===== src/rtl/spike_tx_if.sv =====
// Write-side FIFO port and 4-phase bundled-data token port of spike_tx.
// slave is the transmitter's view; master is the host/neuron side.
interface spike_tx_if #(
    parameter int unsigned data_bits = 4
);
    logic [data_bits-1:0] wr_data;
    logic                 wr_valid;
    logic                 wr_ready;
    logic [data_bits-1:0] data_out;
    logic                 req_out;
    logic                 ack_in;

    modport slave (
        input  wr_data, wr_valid, ack_in,
        output wr_ready, data_out, req_out
    );

    modport master (
        output wr_data, wr_valid, ack_in,
        input  wr_ready, data_out, req_out
    );
endinterface


===== src/rtl/spike_tx.sv =====
// Clocked initiator of return-to-zero tokens for the neuron handshake:
// buffers host words in a small FIFO and sends each one as one token.
module spike_tx #(
    parameter int unsigned data_bits    = 4,
    parameter int unsigned fifo_depth   = 4,
    parameter int unsigned setup_cycles = 1,
    parameter int unsigned sync_stages  = 2
) (
    input  logic          clk_i,
    input  logic          rst_i,
    spike_tx_if.slave     tx,
    output logic          busy_o,
    output logic [15:0]   sent_count_o
);
    localparam int unsigned AW = $clog2(fifo_depth);
    localparam int unsigned CW = AW + 1;

    typedef enum logic [1:0] {
        IDLE,
        SETUP,
        REQ_HI,
        REQ_LO
    } state_e;

    state_e                   state_q, state_d;
    logic [3:0]               cnt_q, cnt_d;
    logic                     req_q, req_d;
    logic [data_bits-1:0]     dout_q, dout_d;
    logic [15:0]              sent_q, sent_d;
    logic                     busy_q, busy_d;
    logic [AW-1:0]            wr_ptr_q, wr_ptr_d;
    logic [AW-1:0]            rd_ptr_q, rd_ptr_d;
    logic [CW-1:0]            occ_q, occ_d;
    logic [sync_stages-1:0]   sync_q, sync_d;
    logic [data_bits-1:0]     mem [fifo_depth];

    logic                     ack_s;
    logic                     wr_ready;
    logic                     push;
    logic                     pop;

    assign ack_s    = sync_q[sync_stages-1];
    assign wr_ready = (occ_q < CW'(fifo_depth));
    assign push     = tx.wr_valid && wr_ready;

    always_comb begin
        state_d  = state_q;
        cnt_d    = cnt_q;
        req_d    = req_q;
        dout_d   = dout_q;
        sent_d   = sent_q;
        wr_ptr_d = wr_ptr_q;
        rd_ptr_d = rd_ptr_q;
        occ_d    = occ_q;
        pop      = 1'b0;
        sync_d   = {sync_q[sync_stages-2:0], tx.ack_in};
        busy_d   = (occ_q != '0) || (state_q != IDLE);

        case (state_q)
            IDLE: begin
                // ack_s low guard also holds off a new token after a
                // reset that interrupted a handshake.
                if (occ_q != '0 && !ack_s) begin
                    pop    = 1'b1;
                    dout_d = mem[rd_ptr_q];
                    if (setup_cycles == 0) begin
                        req_d   = 1'b1;
                        state_d = REQ_HI;
                    end else begin
                        cnt_d   = 4'(setup_cycles);
                        state_d = SETUP;
                    end
                end
            end
            SETUP: begin
                cnt_d = cnt_q - 4'd1;
                if (cnt_q == 4'd1) begin
                    req_d   = 1'b1;
                    state_d = REQ_HI;
                end
            end
            REQ_HI: begin
                if (ack_s) begin
                    req_d   = 1'b0;
                    state_d = REQ_LO;
                end
            end
            REQ_LO: begin
                if (!ack_s) begin
                    sent_d  = sent_q + 16'd1;
                    state_d = IDLE;
                end
            end
            default: state_d = IDLE;
        endcase

        if (push) wr_ptr_d = wr_ptr_q + AW'(1);
        if (pop)  rd_ptr_d = rd_ptr_q + AW'(1);
        case ({push, pop})
            2'b10:   occ_d = occ_q + CW'(1);
            2'b01:   occ_d = occ_q - CW'(1);
            default: occ_d = occ_q;
        endcase
    end

    always_ff @(posedge clk_i) begin
        if (rst_i) begin
            state_q  <= IDLE;
            cnt_q    <= '0;
            req_q    <= 1'b0;
            dout_q   <= '0;
            sent_q   <= '0;
            busy_q   <= 1'b0;
            wr_ptr_q <= '0;
            rd_ptr_q <= '0;
            occ_q    <= '0;
            sync_q   <= '0;
        end else begin
            state_q  <= state_d;
            cnt_q    <= cnt_d;
            req_q    <= req_d;
            dout_q   <= dout_d;
            sent_q   <= sent_d;
            busy_q   <= busy_d;
            wr_ptr_q <= wr_ptr_d;
            rd_ptr_q <= rd_ptr_d;
            occ_q    <= occ_d;
            sync_q   <= sync_d;
        end
    end

    always_ff @(posedge clk_i) begin
        if (push) mem[wr_ptr_q] <= tx.wr_data;
    end

    assign tx.wr_ready   = wr_ready;
    assign tx.data_out   = dout_q;
    assign tx.req_out    = req_q;
    assign busy_o        = busy_q;
    assign sent_count_o  = sent_q;
endmodule


===== src/flat_wrapper.sv =====
// flat-port wrapper written by rule: the top's interface ports become plain ports
module spike_tx_flat 
#(
    parameter int unsigned data_bits    = 4,
    parameter int unsigned fifo_depth   = 4,
    parameter int unsigned setup_cycles = 1,
    parameter int unsigned sync_stages  = 2
)
  (clk_i, rst_i, busy_o, sent_count_o, tx_wr_data, tx_wr_valid, tx_ack_in, tx_wr_ready, tx_data_out, tx_req_out);
  spike_tx_if #(.data_bits(data_bits)) tx_i ();
  input  logic clk_i;
  input  logic rst_i;
  output logic busy_o;
  output logic [15:0] sent_count_o;
  input wire logic [$bits(tx_i.wr_data)-1:0] tx_wr_data;
  input wire logic [$bits(tx_i.wr_valid)-1:0] tx_wr_valid;
  input wire logic [$bits(tx_i.ack_in)-1:0] tx_ack_in;
  output wire logic [$bits(tx_i.wr_ready)-1:0] tx_wr_ready;
  output wire logic [$bits(tx_i.data_out)-1:0] tx_data_out;
  output wire logic [$bits(tx_i.req_out)-1:0] tx_req_out;
  assign tx_i.wr_data = tx_wr_data;
  assign tx_i.wr_valid = tx_wr_valid;
  assign tx_i.ack_in = tx_ack_in;
  assign tx_wr_ready = tx_i.wr_ready;
  assign tx_data_out = tx_i.data_out;
  assign tx_req_out = tx_i.req_out;
  spike_tx #(.data_bits(data_bits), .fifo_depth(fifo_depth), .setup_cycles(setup_cycles), .sync_stages(sync_stages)) u_core (.clk_i(clk_i), .rst_i(rst_i), .tx(tx_i), .busy_o(busy_o), .sent_count_o(sent_count_o));
endmodule

===== config.mk =====
export PLATFORM = sky130hd
export DESIGN_NAME = spike_tx_flat
export DESIGN_NICKNAME = d
export VERILOG_FILES = /design/src/rtl/spike_tx_if.sv /design/src/rtl/spike_tx.sv /design/src/flat_wrapper.sv
export SDC_FILE = /design/constraint.sdc
export NUM_CORES = 1
export LEC_CHECK = 0
export ABC_AREA = 0
export CAP_MARGIN = 20
export CORE_MARGIN = 1.5
export CORE_UTILIZATION = 48
export CTS_CLUSTER_SIZE = 30
export DETAILED_ROUTE_END_ITERATION = 10
export GPL_TIMING_DRIVEN = 1
export PLACE_DENSITY = 0.76
export SETUP_SLACK_MARGIN = 0.1
export SYNTH_ARGS = -nofsm -noshare
export SYNTH_HDL_FRONTEND = slang
export SYNTH_SLANG_ARGS = --single-unit

===== constraint.sdc =====
create_clock -name clk_i -period 2.4 [get_ports clk_i]
set_input_delay 0.36 -clock clk_i [delete_from_list [all_inputs] [get_ports clk_i]]
set_output_delay 0.36 -clock clk_i [all_outputs]
set_load 0.02 [all_outputs]

==> flow_summary.toml <==
[synthesis]
syn_inst = 219
synth_nets = 240
synth.yosys.seq_area_share_pct = 51.5
synth_seq_cells = 53
synth_area_leaders = "dfxtp_1 31%, edfxtp_1 20%, ha_1 6.3%"
syn_area_mm2 = 0.00237
synth.distinct_cells = 43
yosys_warnings = 0
synth_edf_count = 16
yosysTopAreaCell = "dfxtp_1"
synth.top_cell.area_share_pct = 31.2
syn_avg_cell_area_um2 = 10.8
async_flop_share_pct = 0
yosys_most_used_dff = "dfxtp_1"

[clock_tree]
clkTransAtPathRegs_ps = 90
ctsHtreeMaxLevel = 2
cts_sinks = 53
clockBufferDepth = 2
cts_tree = "built"
cts_root_buf = "clkbuf_8"
clk_latency_ps = 300
cts_buffers = 5

[die]
dieWidth_um = 73.3
core_area_mm2 = 0.00475
io-pin-count = 31
fp.dieH_um = 73.3
start_util_pct = 49.9
die_area_mm2 = 0.00537
rows = 25

[layout]
drive_gt1_share_pct = 9.80
area_growth_pct = 21.8
diodes = 0
nets = 275
nFillCells = 402
final_area_mm2 = 0.00289
register_area_mm2 = 0.00122
fin_util_pct = 60.8
multiInputGateArea_mm2 = 0.00108
final_cells = 322

[worst_setup_path]
critPathArrivalTime_ps = 2430
slowest_delay_ps = 370
r2r_slack_ps = 200
crit_required_ps = 2640
crit_start = "u_core.state_q[0]"
r2r-end = "u_core.occ_q[2]"
r2r-start = "u_core.state_q[0]"
ff2ff_path_depth = 10
crit_path_start_kind = "flip-flop"
cp_slowest_cell = "fa_1"
path_max_fanout = 5
criticalPathCategory = "reg2reg"
cp-end-kind = "flip-flop"
path_cells = "inv_2, ha_4, nand2b_1, nor2_2, ha_2, inv_1, fa_1, xor2_1, or3_1, a21oi_1"

[pwr]
total_power_uw = 2820
vdd_ir_drop_max_uv = 486
power.leakage_uw = 0.00103
power.density_mw_per_mm2 = 977

[drt]
first_pass_iters = 5
drt-initial-drc-count = 103
antenna_left = 0
num_vias = 1674
avgViaCountPerCell = 5.20
wirelength_um = 4350
wl_per_cell_um = 13.5
drc_errors = 0

[flow_run]
maxCapViolCount = 0

[status]
status = "completed"

[global_routing]
globalRouteTotalUtil_pct = 17.3
antenna_found_initial = 0
overflow = 0
grt_max_degree = 20
grt_pass1_wl_um = 6970
first_global_vias = 1518

[timing]
finalSetupTns_ps = 0
final_max_slew_viol_count = 0
rsz0062_at_grt = "false"
fmax_mhz = 455
min_period_ps = 2200
worst_pin_slew_ps = 609
finalClockSkew_ps = 5.59
hold_viol = 0
finalSetupViolCount = 0
timing.final.crit_share_pct = 91.5
max_slew_margin_pct = 59.3

[placement]
place_inst = 313
gp_congestion = 0.735
port_buffers = 30
dp_hpwl_um = 3060
placed_area_mm2 = 0.00276

[worst_hold_path]
hold_class = "reg2reg"
whs_endpoint = "u_core.sync_q[1]"
worstHoldStart = "u_core.sync_q[0]"
whs_path_depth = 1
[report_power, final]
group | leakage (uW) | internal [uW] | switching [uW]
Sequential | 0.000448 | 1080 | 121
Clock | 0.0000528 | 308 | 276
Combinational | 0.000529 | 500 | 540
Total | 0.00103 | 1890 | 938
[synthesized netlist by cell type, types with 3 or more instances]
master and number:
nand4_1 7, nand2_1 3, dfxtp_1 37, mux2i_1 6
a21oi_1 9, inv_1 15, o31ai_1 3, nand3_1 4
ha_1 12, nor2b_1 8, clkbuf_1 6, mux4_2 4
nand2b_1 3, edfxtp_1 16, xor2_1 6, nor2_1 31
and2_1 4, xnor2_1 10
[how the worst max path moves through the flow]
| stage | end | slack, ps | cells past startpoint |
|---|---|---|---|
| 6_report | u_core.occ_q[2] | 200 | 10 |
| 5_1_grt | u_core.occ_q[2] | 120 | 10 |
| 4_1_cts | u_core.occ_q[2] | 140 | 10 |
| 3_5_place_dp | u_core.occ_q[2] | 150 | 10 |
| 3_3_place_gp | u_core.occ_q[2] | 240 | 9 |
| 2_1_floorplan | u_core.occ_q[2] | 160 | 10 |
[cells by family (layout without fill, tap and decap cells)]
family                     Yosys count  in the layout  synth area share (%)
and+or+nand+nor                     79             79                  18.2
DFF                                 53             53                  51.5
muxes                               12             12                  7.28
xor gates and xnor gates            16             16                  5.91
buffers and inverters               22             58                  3.48
adders and majority gates           13             13                  7.18
AOI/OAI and AO/OA                   24             24                  6.49
[registers in the layout (all words and copies together), names as in the netlist, 2 cells and up]
signal               cells
u_core.mem              16
u_core.sent_count_o     16
u_core.cnt_q             4
u_core.tx.data_out       4
u_core.occ_q             3
u_core.rd_ptr_q          2
u_core.state_q           2
u_core.sync_q            2
u_core.wr_ptr_q          2
[timing repair]
action                                  4_1_cts  5_1_grt
gates resized for setup                       0        6
endpoints found under the setup margin        0        1
setup buffers                                 0        1
hold buffers                                  0        0
[layout by cell type, fill, tap and decap left out, types with 4 or more instances in the layout]
cell	netlist	routed
nand4_1	7	7
a21oi_1	9	9
and2_1	4	4
nor2_1	31	31
buf_4	0	5
nor2b_1	8	8
mux2i_1	6	6
clkdlybuf4s50_1	0	30
mux4_2	4	4
nand3_1	4	4
clkbuf_8	0	5
edfxtp_1	16	16
xnor2_1	10	10
inv_1	15	13
dfxtp_1	37	36
ha_1	12	10
xor2_1	6	6
[critical path, delay by kind of cell, from the launching register on]
kind	cells	cell delay (ps)
flops	1	350
compound gates	1	140
xor+xnor	1	160
fa+ha+maj	3	730
buf+inv	2	130
simple gates	3	600
[per-layer routing]
layer,up-vias,track usage (%),part of all wire [%]
met5,-,0,0
met4,0,5.87,1.4
met3,6,4.39,4.5
met2,35,26.4,45
met1,797,24.0,49
li1,836,-,-
[cell type report]
class | count | share of cell area (%)
sequential | 53 | 42.3
multi-input combinational | 144 | 37.5
timing repair buffer | 35 | 11.7
tap | 67 | 2.90
clock buffer | 6 | 2.51
inverter | 15 | 1.95
clock inverter | 2 | 1.17
[metrics by stage]
stage	hold WS, ps	setup slack (ps)
global route	483	119
floorplan	414	159
finish	464	204
global placement	432	238
detailed placement	453	149
CTS	472	139
(Power assumes the default switching activity.)
